`config.mk`:
```
export PLATFORM = sky130hd
export DESIGN_NAME = pipeline_ctrl_flat
export DESIGN_NICKNAME = d
export VERILOG_FILES = /design/src/rtl/pipeline_ctrl_pkg.sv /design/src/rtl/pipeline_ctrl_if.sv /design/src/rtl/pipeline_ctrl_stall_watchdog.sv /design/src/rtl/pipeline_ctrl.sv /design/src/flat_wrapper.sv
export SDC_FILE = /design/constraint.sdc
export NUM_CORES = 1
export LEC_CHECK = 0
export CORE_MARGIN = 5
export CORE_UTILIZATION = 45
export DETAILED_ROUTE_END_ITERATION = 6
export GPL_TIMING_DRIVEN = 0
export PLACE_DENSITY = 0.76
export SLEW_MARGIN = 30
export SYNTH_ARGS = -nofsm -noshare
export SYNTH_HDL_FRONTEND = slang
export SYNTH_SLANG_ARGS = --single-unit
```
`constraint.sdc`:
```
create_clock -name cpu_clk_75M -period 3.8 [get_ports cpu_clk_75M]
set_input_delay 0.38 -clock cpu_clk_75M [delete_from_list [all_inputs] [get_ports cpu_clk_75M]]
set_output_delay 0.38 -clock cpu_clk_75M [all_outputs]
set_load 0.01 [all_outputs]
```
`src/rtl/pipeline_ctrl_pkg.sv`:
```
// Shared constants for the MiniMIPS32 pipeline controller: exception codes,
// stall vector encodings, FSM state codes and the stall-merge helper.
package pipeline_ctrl_pkg;

  localparam int EXC_CODE_WIDTH = 5;

  localparam logic [EXC_CODE_WIDTH-1:0] EC_NONE    = 5'h10;
  localparam logic [EXC_CODE_WIDTH-1:0] EC_SYSCALL = 5'h08;
  localparam logic [EXC_CODE_WIDTH-1:0] EC_ERET    = 5'h11;

  localparam logic [5:0] STALL_NONE = 6'b000000;
  localparam logic [5:0] STALL_ID   = 6'b000111;
  localparam logic [5:0] STALL_EX   = 6'b001111;
  localparam logic [5:0] STALL_MEM  = 6'b011111;
  localparam logic [5:0] STALL_ALL  = 6'b111111;

  localparam logic [1:0] ST_RUN    = 2'd0;
  localparam logic [1:0] ST_FREEZE = 2'd1;
  localparam logic [1:0] ST_FLUSH  = 2'd2;

  typedef struct packed {
    logic [1:0] state;
    logic       exc_accept;
  } ctrl_dbg_t;

  // Later stages hold everything upstream of them, so each encoding is a superset of the next.
  function automatic logic [5:0] merge_stall(input logic id, input logic ex, input logic mem);
    logic [5:0] res;
    res = STALL_NONE;
    if (mem)     res = STALL_MEM;
    else if (ex) res = STALL_EX;
    else if (id) res = STALL_ID;
    return res;
  endfunction

endpackage

```
`src/rtl/pipeline_ctrl_if.sv`:
```
// Bundle between the pipeline stages and the controller. Level signals only:
// requests are sampled every cycle, outputs are valid every cycle (new_pc only while flush=1).
interface pipeline_ctrl_if import pipeline_ctrl_pkg::*; #(
  parameter int CNT_W = 32
);
  logic                      stallreq_id;
  logic                      stallreq_ex;
  logic                      stallreq_mem;
  logic [EXC_CODE_WIDTH-1:0] exc_code_i;
  logic [31:0]               cp0_epc_i;
  logic [5:0]                stall;
  logic                      flush;
  logic [31:0]               new_pc;
  logic                      stall_timeout;
  logic [CNT_W-1:0]          stall_cycles;
  ctrl_dbg_t                 dbg;

  modport master (
    output stallreq_id, stallreq_ex, stallreq_mem, exc_code_i, cp0_epc_i,
    input  stall, flush, new_pc, stall_timeout, stall_cycles, dbg
  );

  modport slave (
    input  stallreq_id, stallreq_ex, stallreq_mem, exc_code_i, cp0_epc_i,
    output stall, flush, new_pc, stall_timeout, stall_cycles, dbg
  );
endinterface

```
`src/rtl/pipeline_ctrl_stall_watchdog.sv`:
```
// Saturating consecutive-stall watchdog with sticky timeout flag, plus a
// free-running (wrapping) stalled-cycle performance counter.
module pipeline_ctrl_stall_watchdog #(
  parameter int STALL_TIMEOUT = 1024,
  parameter int CNT_W         = 32
) (
  input  logic             clk_i,
  input  logic             rst_ni,
  input  logic             run_i,
  input  logic             stall_i,
  output logic             timeout_o,
  output logic [CNT_W-1:0] cycles_o
);
  localparam int              WD_W   = $clog2(STALL_TIMEOUT + 1);
  localparam logic [WD_W-1:0] WD_MAX = WD_W'(STALL_TIMEOUT);

  logic [WD_W-1:0]  wd_q, wd_d;
  logic             timeout_q, timeout_d;
  logic [CNT_W-1:0] cycles_q, cycles_d;

  // Exception freeze/flush cycles are not hazards, so the watchdog only looks at RUN cycles.
  always_comb begin
    wd_d = wd_q;
    if (run_i) begin
      if (stall_i) wd_d = (wd_q == WD_MAX) ? wd_q : wd_q + 1'b1;
      else         wd_d = '0;
    end
    timeout_d = timeout_q | (wd_d == WD_MAX);
    cycles_d  = cycles_q + CNT_W'(stall_i);
  end

  always_ff @(posedge clk_i or negedge rst_ni) begin
    if (!rst_ni) begin
      wd_q      <= '0;
      timeout_q <= 1'b0;
      cycles_q  <= '0;
    end else begin
      wd_q      <= wd_d;
      timeout_q <= timeout_d;
      cycles_q  <= cycles_d;
    end
  end

  assign timeout_o = timeout_q;
  assign cycles_o  = cycles_q;
endmodule

```
`src/rtl/pipeline_ctrl.sv`:
```
// Pipeline controller: merges stage stall requests, sequences exception/ERET
// entry (accept -> FREEZE -> FLUSH) and hosts the stall watchdog.
module pipeline_ctrl import pipeline_ctrl_pkg::*; #(
  parameter logic [31:0] EXC_VECTOR    = 32'hBFC00380,
  parameter int          STALL_TIMEOUT = 1024,
  parameter int          CNT_W         = 32
) (
  input logic           cpu_clk_75M,
  input logic           cpu_rst_n,
  pipeline_ctrl_if.slave bus
);
  logic [1:0]  state_q, state_d;
  logic [31:0] new_pc_q, new_pc_d;
  logic        flush_q, flush_d;
  logic        exc_accept;
  logic [5:0]  stall_run;
  logic [5:0]  stall_out;

  always_comb begin
    stall_run  = merge_stall(bus.stallreq_id, bus.stallreq_ex, bus.stallreq_mem);
    exc_accept = 1'b0;
    state_d    = state_q;
    new_pc_d   = new_pc_q;
    flush_d    = 1'b0;
    stall_out  = STALL_NONE;
    case (state_q)
      ST_RUN: begin
        stall_out = stall_run;
        // A pending data-bus access must finish before the exception is taken.
        if ((bus.exc_code_i != EC_NONE) && !bus.stallreq_mem) begin
          exc_accept = 1'b1;
          stall_out  = STALL_ALL;
          state_d    = ST_FREEZE;
          new_pc_d   = (bus.exc_code_i == EC_ERET) ? bus.cp0_epc_i : EXC_VECTOR;
        end
      end
      ST_FREEZE: begin
        stall_out = STALL_ALL;
        state_d   = ST_FLUSH;
        flush_d   = 1'b1;
      end
      ST_FLUSH: begin
        state_d = ST_RUN;
      end
      default: begin
        state_d = ST_RUN;
      end
    endcase
    // The RUN decode is combinational from the requests, so hold it quiet while in reset.
    if (!cpu_rst_n) stall_out = STALL_NONE;
  end

  always_ff @(posedge cpu_clk_75M or negedge cpu_rst_n) begin
    if (!cpu_rst_n) begin
      state_q  <= ST_RUN;
      new_pc_q <= '0;
      flush_q  <= 1'b0;
    end else begin
      state_q  <= state_d;
      new_pc_q <= new_pc_d;
      flush_q  <= flush_d;
    end
  end

  pipeline_ctrl_stall_watchdog #(
    .STALL_TIMEOUT (STALL_TIMEOUT),
    .CNT_W         (CNT_W)
  ) u_watchdog (
    .clk_i     (cpu_clk_75M),
    .rst_ni    (cpu_rst_n),
    .run_i     (state_q == ST_RUN),
    .stall_i   (|stall_out),
    .timeout_o (bus.stall_timeout),
    .cycles_o  (bus.stall_cycles)
  );

  assign bus.stall          = stall_out;
  assign bus.flush          = flush_q;
  assign bus.new_pc         = flush_q ? new_pc_q : 32'h0;
  assign bus.dbg.state      = state_q;
  assign bus.dbg.exc_accept = exc_accept;
endmodule
```
`src/flat_wrapper.sv`:
```
// flat-port wrapper written by rule: the top's interface ports become plain ports
module pipeline_ctrl_flat import pipeline_ctrl_pkg::*;
#(
  parameter logic [31:0] EXC_VECTOR    = 32'hBFC00380,
  parameter int          STALL_TIMEOUT = 1024,
  parameter int          CNT_W         = 32
)
  (cpu_clk_75M, cpu_rst_n, bus_stallreq_id, bus_stallreq_ex, bus_stallreq_mem, bus_exc_code_i, bus_cp0_epc_i, bus_stall, bus_flush, bus_new_pc, bus_stall_timeout, bus_stall_cycles, bus_dbg);
  pipeline_ctrl_if #(.CNT_W(CNT_W)) bus_i ();
  input logic cpu_clk_75M;
  input logic cpu_rst_n;
  input wire logic [$bits(bus_i.stallreq_id)-1:0] bus_stallreq_id;
  input wire logic [$bits(bus_i.stallreq_ex)-1:0] bus_stallreq_ex;
  input wire logic [$bits(bus_i.stallreq_mem)-1:0] bus_stallreq_mem;
  input wire logic [$bits(bus_i.exc_code_i)-1:0] bus_exc_code_i;
  input wire logic [$bits(bus_i.cp0_epc_i)-1:0] bus_cp0_epc_i;
  output wire logic [$bits(bus_i.stall)-1:0] bus_stall;
  output wire logic [$bits(bus_i.flush)-1:0] bus_flush;
  output wire logic [$bits(bus_i.new_pc)-1:0] bus_new_pc;
  output wire logic [$bits(bus_i.stall_timeout)-1:0] bus_stall_timeout;
  output wire logic [$bits(bus_i.stall_cycles)-1:0] bus_stall_cycles;
  output wire logic [$bits(bus_i.dbg)-1:0] bus_dbg;
  assign bus_i.stallreq_id = bus_stallreq_id;
  assign bus_i.stallreq_ex = bus_stallreq_ex;
  assign bus_i.stallreq_mem = bus_stallreq_mem;
  assign bus_i.exc_code_i = bus_exc_code_i;
  assign bus_i.cp0_epc_i = bus_cp0_epc_i;
  assign bus_stall = bus_i.stall;
  assign bus_flush = bus_i.flush;
  assign bus_new_pc = bus_i.new_pc;
  assign bus_stall_timeout = bus_i.stall_timeout;
  assign bus_stall_cycles = bus_i.stall_cycles;
  assign bus_dbg = bus_i.dbg;
  pipeline_ctrl #(.EXC_VECTOR(EXC_VECTOR), .STALL_TIMEOUT(STALL_TIMEOUT), .CNT_W(CNT_W)) u_core (.cpu_clk_75M(cpu_clk_75M), .cpu_rst_n(cpu_rst_n), .bus(bus_i));
endmodule
```
# == After elaboration in Yosys (flattened, before gate mapping) ==
# Index checks and enable logic that the tools add are counted.
# totals
reg_bits,79
output_inout_bits,75
wordCells,36
# op_classes
addsub,2
n_eq_ne,6
muxes,16
bitwise,1
n_reduce_logical,5
# ops
cell,count
32-bit two-way mux,2
11-bit two-way mux,3
32-bit by 1-bit adder with 32-bit output,1
6-bit two-way mux,4
"11-bit equality test, second input constant",2
6-bit one-hot mux with 2 select lines,1
"11-bit by 1-bit adder with 11-bit output, second input constant",1
6-bit OR reduction,1
"5-bit equality test, second input constant",1
"5-bit inequality test, second input constant",1
2-bit one-hot mux with 2 select lines,1
1-bit two-way mux,3
3-bit two-way mux,1
"2-bit by 1-bit equality test with 1-bit output, second input constant",1
2-bit zero test,1
2-bit two-way mux,1
"2-bit by 1-bit inequality test with 1-bit output, second input constant",1
2-bit AND reduction,1
1-bit logical AND,1
1-bit zero test,1
1-bit bitwise OR,1

# == Depth between registers and ports, before layout ==
# Gate-level depths: netlist of run 1.
# logic_depth
depth_word,11
mapped_depth,9
ltp_nobuf,9

# == Cells and area by module ==
# Synthesis of run 1 repeated with hierarchy kept, for this count alone.
# unflattened
hier_cells,346
area_unflattened_um2,3808.7
# modules_own_cells
module,instances,cells_each,area_each_um2,seq_area_each_um2
pipeline_ctrl_stall_watchdog,1,211,2249.7,1101.1
pipeline_ctrl,1,135,1559.0,875.8

# == Worst setup path after synthesis of run 1 ==
# OpenSTA, ideal clock, no wires.
# synth_timing
kind,register to register
start,register u_core.state_q[1]
end,register u_core.u_watchdog.cycles_q[26] (netlist: u_core.u_watchdog.cycles_o[26])
setup_time_ns,0.079
arrival_time_ns,2.317
required_ns,3.721
setup_slack_ns,1.404
path_stages_with_launch,10
n_path_buf,0
period_less_slack_ns,2.396
cell_sequence,dfrtp_1 -> nand2b_1 -> a31oi_1 -> ha_1 -> ha_1 -> nand3_1 -> or2_2 -> or3_1 -> nor3_1 -> xor2_1
# synth_via
elab_chain_cells,5
word_cells_on_any_way,6
cone_classes,add/sub: 1; eq/ne: 1; mux: 2; reduce/logical: 2
# synth_lines
item,line,source
start: declaration,pipeline_ctrl.sv:12,"logic [1:0] state_q, state_d;"
start signal: assignment,pipeline_ctrl.sv:59,state_q <= state_d;
2-bit by 1-bit equality test with 1-bit output or 2-bit zero test (tied branches),pipeline_ctrl.sv:26,case (state_q)
6-bit one-hot mux with 2 select lines *,pipeline_ctrl.sv:26,
6-bit two-way mux *,pipeline_ctrl.sv:50,if (!cpu_rst_n) stall_out = STALL_NONE;
6-bit OR reduction *,pipeline_ctrl.sv:72,".stall_i (|stall_out),"
32-bit by 1-bit adder with 32-bit output *,pipeline_ctrl_stall_watchdog.sv:29,cycles_d = cycles_q + CNT_W'(stall_i);
net u_core.u_watchdog.cycles_d[26],pipeline_ctrl_stall_watchdog.sv:19,"logic [CNT_W-1:0] cycles_q, cycles_d;"
end signal: assignment,pipeline_ctrl_stall_watchdog.sv:40,cycles_q <= cycles_d;
end: declaration,pipeline_ctrl_stall_watchdog.sv:19,
# The timed path passes the listed nets; every way through them passes the cells marked *.
# A chain may end at the register's enable or synchronous reset.

# == Worst setup path in the final report of run 1 ==
# layout_timing
start,input port cpu_rst_n
end,register u_core.u_watchdog.cycles_q[26] (netlist: u_core.u_watchdog.cycles_o[26])
# layout_via
elab_chain_cells,3
# layout_lines
item,line,source
start: declaration,flat_wrapper.sv:11,input logic cpu_rst_n;
6-bit two-way mux,pipeline_ctrl.sv:50,
6-bit OR reduction,pipeline_ctrl.sv:72,
32-bit by 1-bit adder with 32-bit output,pipeline_ctrl_stall_watchdog.sv:29,
net u_core.u_watchdog.cycles_d[26],pipeline_ctrl_stall_watchdog.sv:19,
# The timed path passes the listed nets, and every way through them passes these cells.

==> impl_metrics.yaml, run 1 <==
yosys:
  synth_cells: 406
  synthesis.area_mm2: 0.00386
  ys_seq_area_share_pct: 51.2
  synth.distinct_cells: 48
  async_flop_share_pct: 100
  ys_top_cells_by_count: "dfrtp_1, nand2_1, nor2_1, and2_1, nand3_1"
  yosysTopAreaCell: "dfrtp_1"
  postSynthAreaPerCell_um2: 9.51
  synth.most_common_cell: "dfrtp_1"
  synth-edff-count: 0
  synth_top_area_share_pct: 51.2
  synthTopCellsByArea: "dfrtp_1, nand2_1, and2_1"
  syn_nets: 452
  ys_warn_count: 0
  synth_seq_cells: 79
  synth_ff_type: "dfrtp_1"
power:
  power_density_mw_per_mm2: 402
  peakVddDrop_uv: 280
  leakagePower_nw: 2.47
floorplan:
  die_x_um: 103
  pin_count: 117
  rows: 33
  dieArea_mm2: 0.0105
  die_h_um: 103
  start_util_pct: 46.5
  core_mm2: 0.00830
detailed_routing:
  first_pass_iters: 4
  vias_per_cell: 5.00
  wl_mm: 9.65
  drc: 0
  first_iter_violations: 80
  postRouteAntennaNets: 0
  dr_total_vias: 3226
  wire_per_inst_um: 15.0
final_layout:
  fillers: 683
  drive_gt1_share_pct: 6.85
  syn_to_final_growth_pct: 39.9
  final_core_util_pct: 65.1
  final_nets: 581
  antenna_cells: 0
grt:
  grt_overflow: 0
  track_usage_pct: 18.9
  antenna_found_initial: 0
  grt_pass1_wl_mm: 15.8
  grt_pass1_vias: 3201
  grt_max_degree: 51
clock_network:
  numCtsBuffers: 9
  htree_levels: 3
  insertion_delay_ns: 0.34
  cts_buffer_depth: 2
  cts.repair.resized: 0
  cts_root_buf: "clkbuf_8"
  clk_pin_slew_worst_paths_ns: 0.08
  clkSinkCount: 79
  cts_tree: "yes"
  post_cts_buffers: 0
critical_path:
  critPathLaunch: "cpu_rst_n"
  path_class: "primary input to register"
  path_max_fanout: 50
  worstPathRequired_ns: 4.06
  endpoint_kind: "register"
  start_kind: "primary input"
  arrival_ns: 3.62
  r2r_start: "u_core.state_q[1]"
sta:
  worstMarginPinSlew_ns: 0.704
  finalSetupViolCount: 0
  skew_ns: 0.00930
  hold_viol: 0
  max_freq_mhz: 298
  setup-tns-final_ns: 0
  period_share_pct: 88.3
  finalCriticalPeriod_ns: 3.36
  slew_viol_final: 0
  relSlewSlack_pct: 53.0
  grt_setup_unrepaired: "no"
min_path:
  worstHoldPathType: "register to register"
  hold_start: "u_core.new_pc_q[20]"
place:
  place_congestion: 0.821
  portBuffers: 116
  dp_hpwl_mm: 7.36
job:
  max-cap-violations: 0
status:
  status: "complete, no violations"
kinds of logic after synthesis:
kind of cell,share of synthesized area [%]
fa+ha+maj,1.30
mux,0.551
flops,51.2
simple gates,29.1
buf+inv,3.60
xor+xnor,7.94
compound gates,6.35
sequential cells by signal, summed over array words and instances (netlist names):
| register | flops |
|---|---|
| u_core.u_watchdog.cycles_o | 32 |
| u_core.u_watchdog.timeout_o | 1 |
| u_core.new_pc_q | 32 |
| u_core.u_watchdog.wd_q | 11 |
| u_core.bus.flush | 1 |
| u_core.state_q | 2 |
final timing paths:
path / endpoint / slack [ns] / cells after the start
max: u_core.u_watchdog.cycles_o[26] / 0.44 / 12
min: u_core.new_pc_q[20] / 0.47 / 2
max reg2reg: u_core.u_watchdog.cycles_o[26] / 1.09 / 9
min reg2reg: u_core.new_pc_q[20] / 0.47 / 2
max in group asynchronous: u_core.u_watchdog.cycles_o[24] / 2.78 / 3
min in group asynchronous: u_core.new_pc_q[23] / 0.48 / 2
area by class of cell:
type / count / area, µm² / share of cell area (%)
Inverter: 12 / 45.0 / 0.834
Buffer: 19 / 93.8 / 1.74
Clock inverter: 4 / 53.8 / 0.996
Sequential cell: 79 / 1980 / 36.6
Clock buffer: 12 / 155 / 2.87
Multi-Input combinational cell: 296 / 1750 / 32.3
Timing Repair Buffer: 118 / 1200 / 22.2
Tap cell: 105 / 131 / 2.43
critical path, cell delays in order:
cell and delay [ns]:
dlygate4sd3_1 0.54, buf_6 0.30, buf_16 0.29, nand2b_1 0.18
a31oi_1 0.21, ha_1 0.22, ha_1 0.19, nand3_1 0.15
or2_2 0.35, or3_1 0.40, nor3_1 0.21, xor2_1 0.18
what timing repair did:
action / in CTS / in global routing
setup endpoints to repair: 0 / 0
endpoints found under the hold margin: 31 / 0
hold buffers: 1 / 0
metrics by stage:
| step | cell area (µm²) | setup slack, ns | instances | total power [mW] | hold WS, ns |
|---|---|---|---|---|---|
| final | 5400 | 0.445 | 645 | 2.17 | 0.466 |
| after global routing | 5400 | 0.123 | 645 | 2.30 | 0.486 |
| after CTS | 5400 | 0.372 | 645 | 2.20 | 0.466 |
| after detailed placement | 5180 | 0.583 | 628 | 1.55 | 0.282 |
| after global placement | 5150 | -2.32 | 627 | 1.53 | 0.444 |
| after floorplan | 3860 | 1.40 | 406 | 1.27 | 0.0844 |
power by group:
group          switching [mW]  total, mW  leakage, nW  internal [mW]
Combinational           0.250      0.517         1.32          0.267
Clock                   0.302      0.644       0.0988          0.341
Sequential             0.0813       1.01         1.04          0.930
cells in the final DEF, fill, tap and decap left out, drive strengths merged, types with 3 or more instances in the layout:
master,instances
clkdlybuf4s50,115
dfrtp,79
nand2,70
nor2,41
and2,33
nand3,32
clkbuf,23
xor2,18
xnor2,17
o21ai,13
inv,12
buf,10
nand4,9
nor3,5
a31oi,5
and4,5
nor4b,4
ha,4
nor4,4
nor2b,3
a21oi,3
o21ba,3
per-layer routing:
metal	wire, µm	GRT usage (%)	up-vias
met5	0	0	-
met4	126	5.85	0
met3	433	2.64	12
met2	4850	32.3	65
met1	4240	25.0	1535
li1	-	-	1614
Power figures use the tool's default switching activity.
==> run 2, diff against run 1 <==
--- a/config.mk
+++ b/config.mk
@@ -8,8 +8,9 @@
 export CORE_MARGIN = 5
 export CORE_UTILIZATION = 45
 export DETAILED_ROUTE_END_ITERATION = 6
+export DONT_BUFFER_PORTS = 1
 export GPL_TIMING_DRIVEN = 0
-export PLACE_DENSITY = 0.76
+export PLACE_DENSITY = 0.59
 export SLEW_MARGIN = 30
 export SYNTH_ARGS = -nofsm -noshare
 export SYNTH_HDL_FRONTEND = slang
==> run 2 against run 1 <==
Compared with the run above:
- via count fell by 11%
- critical endpoint unchanged
- highest routed layer unchanged
- clock-buffer cell count fell by 2
- first-iteration DRC count rose by 36%
- final cell count fell by 18%
- critical path depth fell by 3
- largest power group unchanged
- register-to-register slack got worse by 0.07 ns
- sequential share of layout area rose by 10 points
- non-clock buffer count fell by 116
- core utilization fell by 14 points
- routed wire length fell by 7.7%
==> impl_metrics.yaml, run 2 (synthesis results as in run 1) <==
final_layout:
  layout_common_cells: "dfrtp_1, nand2_1, nor2_1, and2_1, nand3_1"
  register_area_mm2: 0.00198
  syn_to_final_growth_pct: 9.43
  final_nets: 465
  multi_input_area_mm2: 0.00175
  antenna_cells: 0
  drive_gt1_share_pct: 8.49
  layout_commonest_cell: "dfrtp_1"
  fillers: 770
critical_path:
  critPathMaxStageDelay_ns: 0.59
  path_cells: "nor3_1 > a31oi_1 > ha_1 > ha_1 > nand3_1 > or2_2 > or3_1 > nor3_1 > xor2_1"
  path_class: "register to register"
  worstPathRequired_ns: 4.08
  r2r_cells: 9
  path_max_fanout: 9
  endpoint_kind: "register"
  r2r_start: "u_core.state_q[0]"
  reg2reg_slack_ns: 1.02
  critPathLaunch: "u_core.state_q[0]"
  arrival_ns: 3.06
  slowest_stage: "dfrtp_1"
  start_kind: "register"
  reg2reg_to: "u_core.u_watchdog.cycles_o[26]"
grt:
  grt_max_degree: 80
  track_usage_pct: 17.8
  grt_pass1_wl_mm: 14.6
  grt_overflow: 0
  grt_pass1_vias: 2934
  antenna_found_initial: 0
clock_network:
  htree_levels: 3
  clkSinkCount: 79
  post_cts_buffers: 0
  cts_tree: "yes"
  clk_pin_slew_worst_paths_ns: 0.09
  insertion_delay_ns: 0.35
  cts_root_buf: "clkbuf_8"
  cts.repair.resized: 0
  ctsHoldBuffers: 2
  numCtsBuffers: 9
  cts_buffer_depth: 2
min_path:
  whs_endpoint: "u_core.new_pc_q[13]"
  worstHoldPathType: "primary input to register"
  hold_start: "bus_cp0_epc_i[13]"
  hold_path_depth: 2
sta:
  relSlewSlack_pct: 48.8
  skew_ns: 0.0174
  max_freq_mhz: 359
  setup-tns-final_ns: 0
  worstMarginPinSlew_ns: 0.765
  period_share_pct: 73.2
  finalSetupViolCount: 0
  slew_viol_final: 0
  finalCriticalPeriod_ns: 2.78
  hold_viol: 0
  grt_setup_unrepaired: "no"
floorplan:
  core_mm2: 0.00830
  die_x_um: 103
  die_h_um: 103
  start_util_pct: 46.5
  dieArea_mm2: 0.0105
  rows: 33
  pin_count: 117
place:
  dp_hpwl_mm: 6.27
  portBuffers: 0
  place_congestion: 0.843
detailed_routing:
  wire_per_inst_um: 16.8
  postRouteAntennaNets: 0
  first_iter_violations: 109
  drc: 0
  wl_mm: 8.91
  dr_total_vias: 2863
  first_pass_iters: 4
  vias_per_cell: 5.41
power:
  peakVddDrop_uv: 232
  power_density_mw_per_mm2: 474
  leakagePower_nw: 2.03
  finalPower_mw: 2.00
status:
  status: "complete, no violations"
job:
  max-cap-violations: 0
-- run 2: changes by cell type in the layout (fill, tap and decap cells not counted) --
cell / previous run / this run
clkdlybuf4s50_1: 115 / 0
clkbuf_8: 11 / 9
inv_6: 0 / 2
buf_6: 2 / 1
clkinv_2: 0 / 1
clkinv_4: 1 / 0
-- run 2: worst max path at each step --
stage | endpoint | slack (ns) | depth (start not counted)
global route | u_core.u_watchdog.cycles_o[26] | 0.77 | 9
detailed placement | u_core.u_watchdog.cycles_o[26] | 1.03 | 9
finish | u_core.u_watchdog.cycles_o[26] | 1.02 | 9
CTS | u_core.u_watchdog.cycles_o[26] | 0.99 | 9
floorplan | u_core.u_watchdog.cycles_o[26] | 1.40 | 9
global placement | u_core.u_watchdog.cycles_o[26] | 1.06 | 9
-- run 2: final cells by class --
class	instances	area share, %
sequential	79	46.8
clock buffer	10	3.02
inverter	12	1.07
tap	105	3.11
multi-input combinational	296	41.3
timing repair buffer	2	0.888
clock inverter	6	1.60
buffer	19	2.22
-- run 2: critical path: cells and delay by family, from the launching register on --
family	cells	cell delay, ns
AOI/OAI and AO/OA	1	0.22
and+or+nand+nor	5	1.33
DFF	1	0.59
adders and majority gates	2	0.41
xor gates and xnor gates	1	0.17
-- run 2: metal layers --
metal	global-route usage [%]	part of all wire, %	wire (µm)
met5	0	0	0
met4	6.96	1.7	150
met3	3.72	6.0	538
met2	29.3	48	4320
met1	23.0	44	3900
-- run 2: where the power goes --
group          leakage [nW]  internal (mW)  switching (mW)
combinational         0.898          0.128           0.196
clock                0.0933          0.308           0.326
sequential             1.04          0.930           0.114
-- run 2: per-stage QoR --
| step | worst slack [ns] | cells | cell area (µm²) | hold WS (ns) | utilization (%) |
|---|---|---|---|---|---|
| 2_1_floorplan | 1.40 | 406 | 3860 | 0.0844 | - |
| 3_3_place_gp | 1.06 | 511 | 3990 | 0.0863 | 48.1 |
| 3_5_place_dp | 1.03 | 511 | 3990 | 0.0876 | 48.1 |
| 4_1_cts | 0.995 | 529 | 4230 | 0.133 | 50.9 |
| 5_1_grt | 0.766 | 529 | 4230 | 0.135 | 50.9 |
| 6_report | 1.02 | 529 | 4230 | 0.146 | 50.9 |
